--- config.mk ---
export PLATFORM = sky130hd
export DESIGN_NAME = dmem_arbiter
export DESIGN_NICKNAME = d
export VERILOG_FILES = /design/src/rtl/tessia_pkg.sv /design/src/rtl/starve_counter.sv /design/src/rtl/dmem_arbiter.sv
export SDC_FILE = /design/constraint.sdc
export NUM_CORES = 1
export LEC_CHECK = 0
export BUFFER_PORTS_ARGS = -buffer_cell sky130_fd_sc_hd__buf_2
export CORE_UTILIZATION = 39
export DETAILED_ROUTE_END_ITERATION = 8
export PLACE_DENSITY_LB_ADDON = 0.05
export RECOVER_POWER = 50
export SYNTH_ARGS = -nofsm -noshare
export SYNTH_HDL_FRONTEND = slang
export SYNTH_SLANG_ARGS = --single-unit
--- constraint.sdc ---
create_clock -name clk -period 1.3 [get_ports clk]
set_input_delay 0 -clock clk [delete_from_list [all_inputs] [get_ports clk]]
set_output_delay 0 -clock clk [all_outputs]
set_load 0.005 [all_outputs]
--- src/rtl/tessia_pkg.sv ---
// tessia_pkg: shared types and default widths for the Tessia data-memory path
package tessia_pkg;
  typedef enum logic [1:0] {IDLE, CPU_RD, HOST_RD} arb_state_t;
  localparam int ADDR_W_DEF = 10;
  localparam int DATA_W_DEF = 32;
endpackage

--- src/rtl/starve_counter.sv ---
// starve_counter: saturating count of denied host cycles with clear and at_max flag
module starve_counter #(
  parameter int MAX = 4,
  localparam int W = $clog2(MAX + 1)
) (
  input  logic clk,
  input  logic reset,
  input  logic inc,
  input  logic clr,
  output logic at_max
);
  logic [W-1:0] cnt;
  // count denied cycles, saturating at MAX
  always_ff @(posedge clk) begin
    if (!reset || clr) cnt <= '0;
    else if (inc && !at_max) cnt <= cnt + 1'b1;
  end
  assign at_max = cnt == W'(MAX);
endmodule

--- src/rtl/dmem_arbiter.sv ---
// dmem_arbiter: shares one single-port data RAM between the MEM stage and a host port
module dmem_arbiter
  import tessia_pkg::*;
#(
  parameter int ADDR_W = ADDR_W_DEF,
  parameter int DATA_W = DATA_W_DEF,
  parameter int STARVE_MAX = 4
) (
  input  logic              clk,
  input  logic              reset,
  input  logic              cpu_req,
  input  logic              cpu_we,
  input  logic [ADDR_W-1:0] cpu_addr,
  input  logic [DATA_W-1:0] cpu_wdata,
  output logic [DATA_W-1:0] cpu_rdata,
  output logic              cpu_stall,
  input  logic              host_req,
  input  logic              host_we,
  input  logic [ADDR_W-1:0] host_addr,
  input  logic [DATA_W-1:0] host_wdata,
  output logic              host_gnt,
  output logic              host_rvalid,
  output logic [DATA_W-1:0] host_rdata,
  output logic              mem_en,
  output logic              mem_we,
  output logic [ADDR_W-1:0] mem_addr,
  output logic [DATA_W-1:0] mem_wdata,
  input  logic [DATA_W-1:0] mem_rdata
);
  arb_state_t state, state_d;
  logic [DATA_W-1:0] cpu_hold, host_hold;
  logic at_max, idle, host_win, cpu_win;
  starve_counter #(.MAX(STARVE_MAX)) u_starve (
    .clk(clk),
    .reset(reset),
    .inc(host_req && !host_win),
    .clr(!host_req || host_win),
    .at_max(at_max)
  );
  // arbitration, RAM mux, handshakes and next state; everything is forced low in reset
  always_comb begin
    idle = reset && state == IDLE;
    host_win = idle && host_req && (!cpu_req || at_max);
    cpu_win = idle && cpu_req && !host_win;
    mem_en = host_win || cpu_win;
    mem_we = host_win ? host_we : cpu_win && cpu_we;
    mem_addr = host_win ? host_addr : cpu_win ? cpu_addr : '0;
    mem_wdata = host_win ? host_wdata : cpu_win ? cpu_wdata : '0;
    host_gnt = host_win;
    host_rvalid = reset && state == HOST_RD;
    cpu_stall = reset && cpu_req && !(cpu_win && cpu_we) && state != CPU_RD;
    cpu_rdata = !reset ? '0 : state == CPU_RD ? mem_rdata : cpu_hold;
    host_rdata = !reset ? '0 : host_rvalid ? mem_rdata : host_hold;
    state_d = state != IDLE ? IDLE : (host_win && !host_we) ? HOST_RD : (cpu_win && !cpu_we) ? CPU_RD : IDLE;
  end
  // state register and read-data holding registers; reset abandons any in-flight read
  always_ff @(posedge clk) begin
    if (!reset) begin
      state <= IDLE;
      cpu_hold <= '0;
      host_hold <= '0;
    end else begin
      state <= state_d;
      if (state == CPU_RD) cpu_hold <= mem_rdata;
      if (state == HOST_RD) host_hold <= mem_rdata;
    end
  end
endmodule

== Word-level counts from Yosys, hierarchy flattened ==
Index checks and enable logic that the tools add are counted.
Word-level totals
  register bits after elaboration: 69
  bits of input ports: 122
  word-level logic and storage cells: 52
Operators by class
  add/sub/neg operators: 1
  equality and inequality tests: 4
  muxes and demuxes: 11
  bitwise operators: 1
  reductions and logical operators: 30
Operators by type and width (count)
  $mux 32: 6
  $mux 10: 2
  $logic_and 1x1->1: 14
  $logic_not 1->1: 8
  $logic_or 1x1->1: 4
  $add 3x1->3 const B: 1
  $eq 3x3->1 const B: 1
  $reduce_or 3->1: 1
  $eq 2x1->1 const B: 1
  $eq 2x2->1 const B: 1
  $logic_not 2->1: 1
  $mux 1: 2
  $mux 2: 1
  $ne 2x1->1 const B: 1
  $reduce_bool 2->1: 1
  $reduce_or 2->1: 1
  $not 1->1: 1

== Logic depth before layout (Yosys ltp) ==
  depth after elaboration: 10
  gate-level depth with buffers: 7
  mapped depth without buffers: 5

== Hierarchy ==
Synthesis repeated with hierarchy kept, for this count alone.
Second synthesis, totals
  cells, all modules: 404
  area, all modules: 3447.1 um^2
By module, submodules not included
  dmem_arbiter: instances 1, cells an instance 386, area each 3259.4 um^2, seq. area each 1321.3 um^2
  starve_counter: instances 1, cells an instance 18, area each 187.7 um^2, seq. area each 60.1 um^2

== Least setup slack after synthesis ==
OpenSTA, ideal clock, no wires.
  path type: register -> output
  from: reg u_starve.cnt[0]
  to: out mem_addr[0]
  data arrival time: 1404 ps
  path slack: -104 ps
  cell stages (with the launch flop): 8
  path buffers: 2
  path through: dfxtp_1 > inv_1 > ha_1 > a21bo_1 > and2_1 > clkbuf_1 > buf_2 > o21ai_1
Between the ends
  longest elaborated chain between the ends: 7
Ends and longest elaborated chain
  start: declaration: line starve_counter.sv:12  | logic [W-1:0] cnt;
  start signal: assignment: line starve_counter.sv:16  | else if (inc && !at_max) cnt <= cnt + 1'b1;
  $eq 3x3->1 *: line starve_counter.sv:18  | assign at_max = cnt == W'(MAX);
  $logic_or 1x1->1 *: line dmem_arbiter.sv:43  | host_win = idle && host_req && (!cpu_req || at_max);
  $logic_and 1x1->1 *: line dmem_arbiter.sv:43
  $logic_not 1->1: line dmem_arbiter.sv:44  | cpu_win = idle && cpu_req && !host_win;
  $logic_and 1x1->1: line dmem_arbiter.sv:44
  $mux 10: line dmem_arbiter.sv:47  | mem_addr = host_win ? host_addr : cpu_win ? cpu_addr : '0;
  $mux 10 *: line dmem_arbiter.sv:47
  end: declaration: line dmem_arbiter.sv:26  | output logic [ADDR_W-1:0] mem_addr,
Mark *: on every way between the ends. The rest lies on a longest branch, timed or not.

== Worst setup path in the final report ==
  from: reg u_starve.cnt[1]
  to: out mem_addr[5]
Same word-level chain as after synthesis.

==> results.txt <==
* Width of the die: 100.1 microns
- The later pin in the worst-skew pair is clocked with a latency of 0.36 ns.
* Setup skew after layout: 0.01648 ns
- Total clock buffers created by CTS: 9
* Post-route antenna net violation count: 0
- WP data arrival: 1.77 ns
* Std cell rows: 35
- The number of global-route vias before repair was 4730.
* Most frequent cells in the layout: 231 x sky130_fd_sc_hd__buf_2, 69 x sky130_fd_sc_hd__nand2_4, 65 x sky130_fd_sc_hd__dfxtp_1, 62 x sky130_fd_sc_hd__a21boi_2, 45 x sky130_fd_sc_hd__nand3_1
- The routed design uses 9677 microns of met2 wire.
- The netlist uses 28 different library cells.
- After floorplanning, the core was sized to cover 9284 sq um.
* Average wire length per cell after detail routing: 19.23 microns
* Max Root-Sink Buffers: 2
- Routed length on met3: 1261 microns
- For the worst setup path, the data required time is 1.30 ns.
* DR iter-0 viols: 181
- The critical path is of the flop to output port type.
- Setup repair after global routing could not meet its margin everywhere.
- Post-route design area: 7637 sq um
- The initial antenna violation count came to 1.
* Post-layout utilization of the core: 82.26%
- Count of port buffers added during placement: 232
- Estimated wirelength of the detail-placed design: 8644 microns
- For this run, design rule violations remaining after detail routing come to 0.
- Post-Syn Nets: 634
* TritonRoute pass-1 iters: 5
- Measured against its own limit, the worst slew margin works out to 69.80%.
- Total placed instance area: 5330 sq um
- 233 I/O pins were placed.
* Die Outline Area: 10010 sq um
- At the pin with the least slew margin, the transition time is 0.4531 ns.
- Power spread over the standard cell area amounts to 720.8 nW/um^2.
* Nets@finish: 941
- In the final timing run, aggregate negative setup slack is -42.44 ns.
* Clock root cell: sky130_fd_sc_hd__clkbuf_8
* Yosys warns: 0
* Critical path fanouts, max: 10
- After global routing the overflow that remains totals 0.
- The die is 100.1 microns tall.
- The first global-routing pass estimated 23060 microns of wire.
- In the final layout, the multi-input gates occupy 3177 sq um.
- Maximum number of pins on one net before global-route repair: 100
- The layout has 574 filler cells.
- The count of final hold-check violations was 0.
- Starting density of the core: 40.40%
- Share of layout cells above drive strength 1: 67.60%
* Max rail drop VDD: 0.5042 mV
- Outcome: finished, violations left
- Routability-driven placement congestion ratio: 0.9068
- Type of origin of the critical path: flop
- Post-synth EDFFs: 0
- Static Leakage: 3.603 nW
* Worst-path clk slew: 0.08 ns
- Number of synthesized register bits: 69
- Post-synthesis instance area: 3751 sq um
* Final worst-path cycle share: 136.3%
- Detail-routed via count per cell: 5.430
- The completed layout was analyzed and its total power is 0.005505 W.
- Primary flip-flop cell chosen by synthesis mapping: sky130_fd_sc_hd__dfxtp_1
- Metal-1 WL: 6700 microns
- Element type at the critical path end: output port
- Number of setup violations in the final report: 139
- The worst path in the final design needs a cycle of 1.772 ns, including I/O delays and setup.
- In the synthesized netlist, the number of instances is 510.
* Area growth from synthesis to layout: 103.6%
- FF/Latch Area: 1391 sq um
- Worst Setup Slack, final: -0.4720 ns
- Maximum clock rate: 0.5643 GHz
- Clock H-tree levels: 3
* Post-synthesis async set-or-reset flop share: 0%
- A synthesized cell averages 7.355 sq um.
- The tool flagged a number of max-cap violations equal to 0.
- Global routing consumed, over all layers together, 29.23% of the routing resources.
- Final Max Tran Viols: 0
- The checks that failed: negative setup slack.
- Routed Wire Length: 18290 microns
- Most common cell after layout, fill and taps aside: sky130_fd_sc_hd__buf_2
- The detailed router placed 5164 vias in this run.
- Routed signal wires occupy layers up through met4.
- The tree built by TritonCTS fans out to 69 sinks.
- TritonCTS built the clock tree.
- Summing the sequential cell areas from Yosys gives 36.82% of the chip area.
- The path class of the tightest hold or removal check is input pin to flop.
## report_power, final
group | switching, W | internal (W) | leakage [nW]
Clock | 0.000927 | 0.000877 | 0.0915
Sequential | 0.0000354 | 0.00216 | 0.561
Combinational | 0.000730 | 0.000774 | 2.95
Total | 0.00169 | 0.00381 | 3.60
## path summary, 6_finish.rpt
path | from | endpoint | slack, ns | depth (start not counted)
min | mem_rdata[2] | host_hold[2] | 0.04 | 4
min reg2reg | cpu_hold[15] | cpu_hold[15] | 0.46 | 2
max reg2reg | u_starve.cnt[1] | u_starve.cnt[2] | -0.24 | 8
max | u_starve.cnt[1] | mem_addr[5] | -0.47 | 7
## cells by family (layout without fill, tap and decap cells)
kind of cell / Yosys count / after routing / share of synthesized area [%]
XOR/XNOR: 1 / 1 / 0.2335
AO/OA/AOI/OAI: 144 / 144 / 25.92
flip-flops: 69 / 69 / 36.82
adder cells (fa/ha/maj): 2 / 2 / 0.6670
other: 0 / 1 / 0
AND/OR/NAND/NOR: 236 / 236 / 29.12
buffers and inverters: 58 / 369 / 7.238
## metrics by stage
stage	setup WS, ns	cells	hold slack, ns
finish	-0.4720	951	0.03895
global route	-0.6074	951	0.03281
CTS	-0.4325	944	0.03033
detailed placement	-0.1287	846	0.1826
global placement	-0.1089	846	0.1806
floorplan	0.002219	510	0.07161
## state kept, by name, indices dropped and copies added, names as in the netlist
signal and count:
state 2, cpu_hold 32, u_starve.cnt 3, host_hold 32
## per-layer routing
metal / track usage (%) / vias to the layer above
met3: 6.337 / 57
met2: 53.63 / 245
met5: 0 / -
met1: 33.82 / 2465
li1: - / 2397
met4: 9.030 / 0
## critical path: stages (launching register included)
cell and delay (ns):
sky130_fd_sc_hd__dfxtp_2 0.34, sky130_fd_sc_hd__inv_2 0.04, sky130_fd_sc_hd__ha_4 0.16, sky130_fd_sc_hd__a21bo_4 0.21, sky130_fd_sc_hd__and2_4 0.22, sky130_fd_sc_hd__clkbuf_16 0.19
sky130_fd_sc_hd__o21ai_2 0.13, sky130_fd_sc_hd__buf_2 0.14
## layout make-up
type | instances | share of cell area [%]
clock buffers | 9 | 1.622
clock inverters | 6 | 0.8355
repair buffers | 351 | 35.44
multi-input cells | 383 | 41.60
inverters | 3 | 0.1474
flip-flops and latches | 69 | 18.22
well taps | 129 | 2.113
diodes | 1 | 0.03277
## synthesized netlist by cell type, types with 4 or more instances
master	count	area share [%]
sky130_fd_sc_hd__nand2_1	133	13
sky130_fd_sc_hd__buf_1	6	0.60
sky130_fd_sc_hd__a21boi_1	88	18
sky130_fd_sc_hd__nand3_1	45	6.0
sky130_fd_sc_hd__o21ai_1	43	5.7
sky130_fd_sc_hd__nor2_1	4	0.40
sky130_fd_sc_hd__a21boi_0	8	1.6
sky130_fd_sc_hd__buf_2	25	3.3
sky130_fd_sc_hd__nand4_1	43	7.2
sky130_fd_sc_hd__clkbuf_1	20	2.0
sky130_fd_sc_hd__dfxtp_1	69	37
## repair_timing
action                                  in CTS  in global routing
endpoints found under the hold margin       53                  0
pin swaps                                   71                111
setup buffers                               40                 22
gates cloned                                10                  6
endpoints found under the setup margin     117                139
gates resized for setup                    144                180
hold buffers                                33                  0
Note: power is estimated with default switching activity, not from simulation.
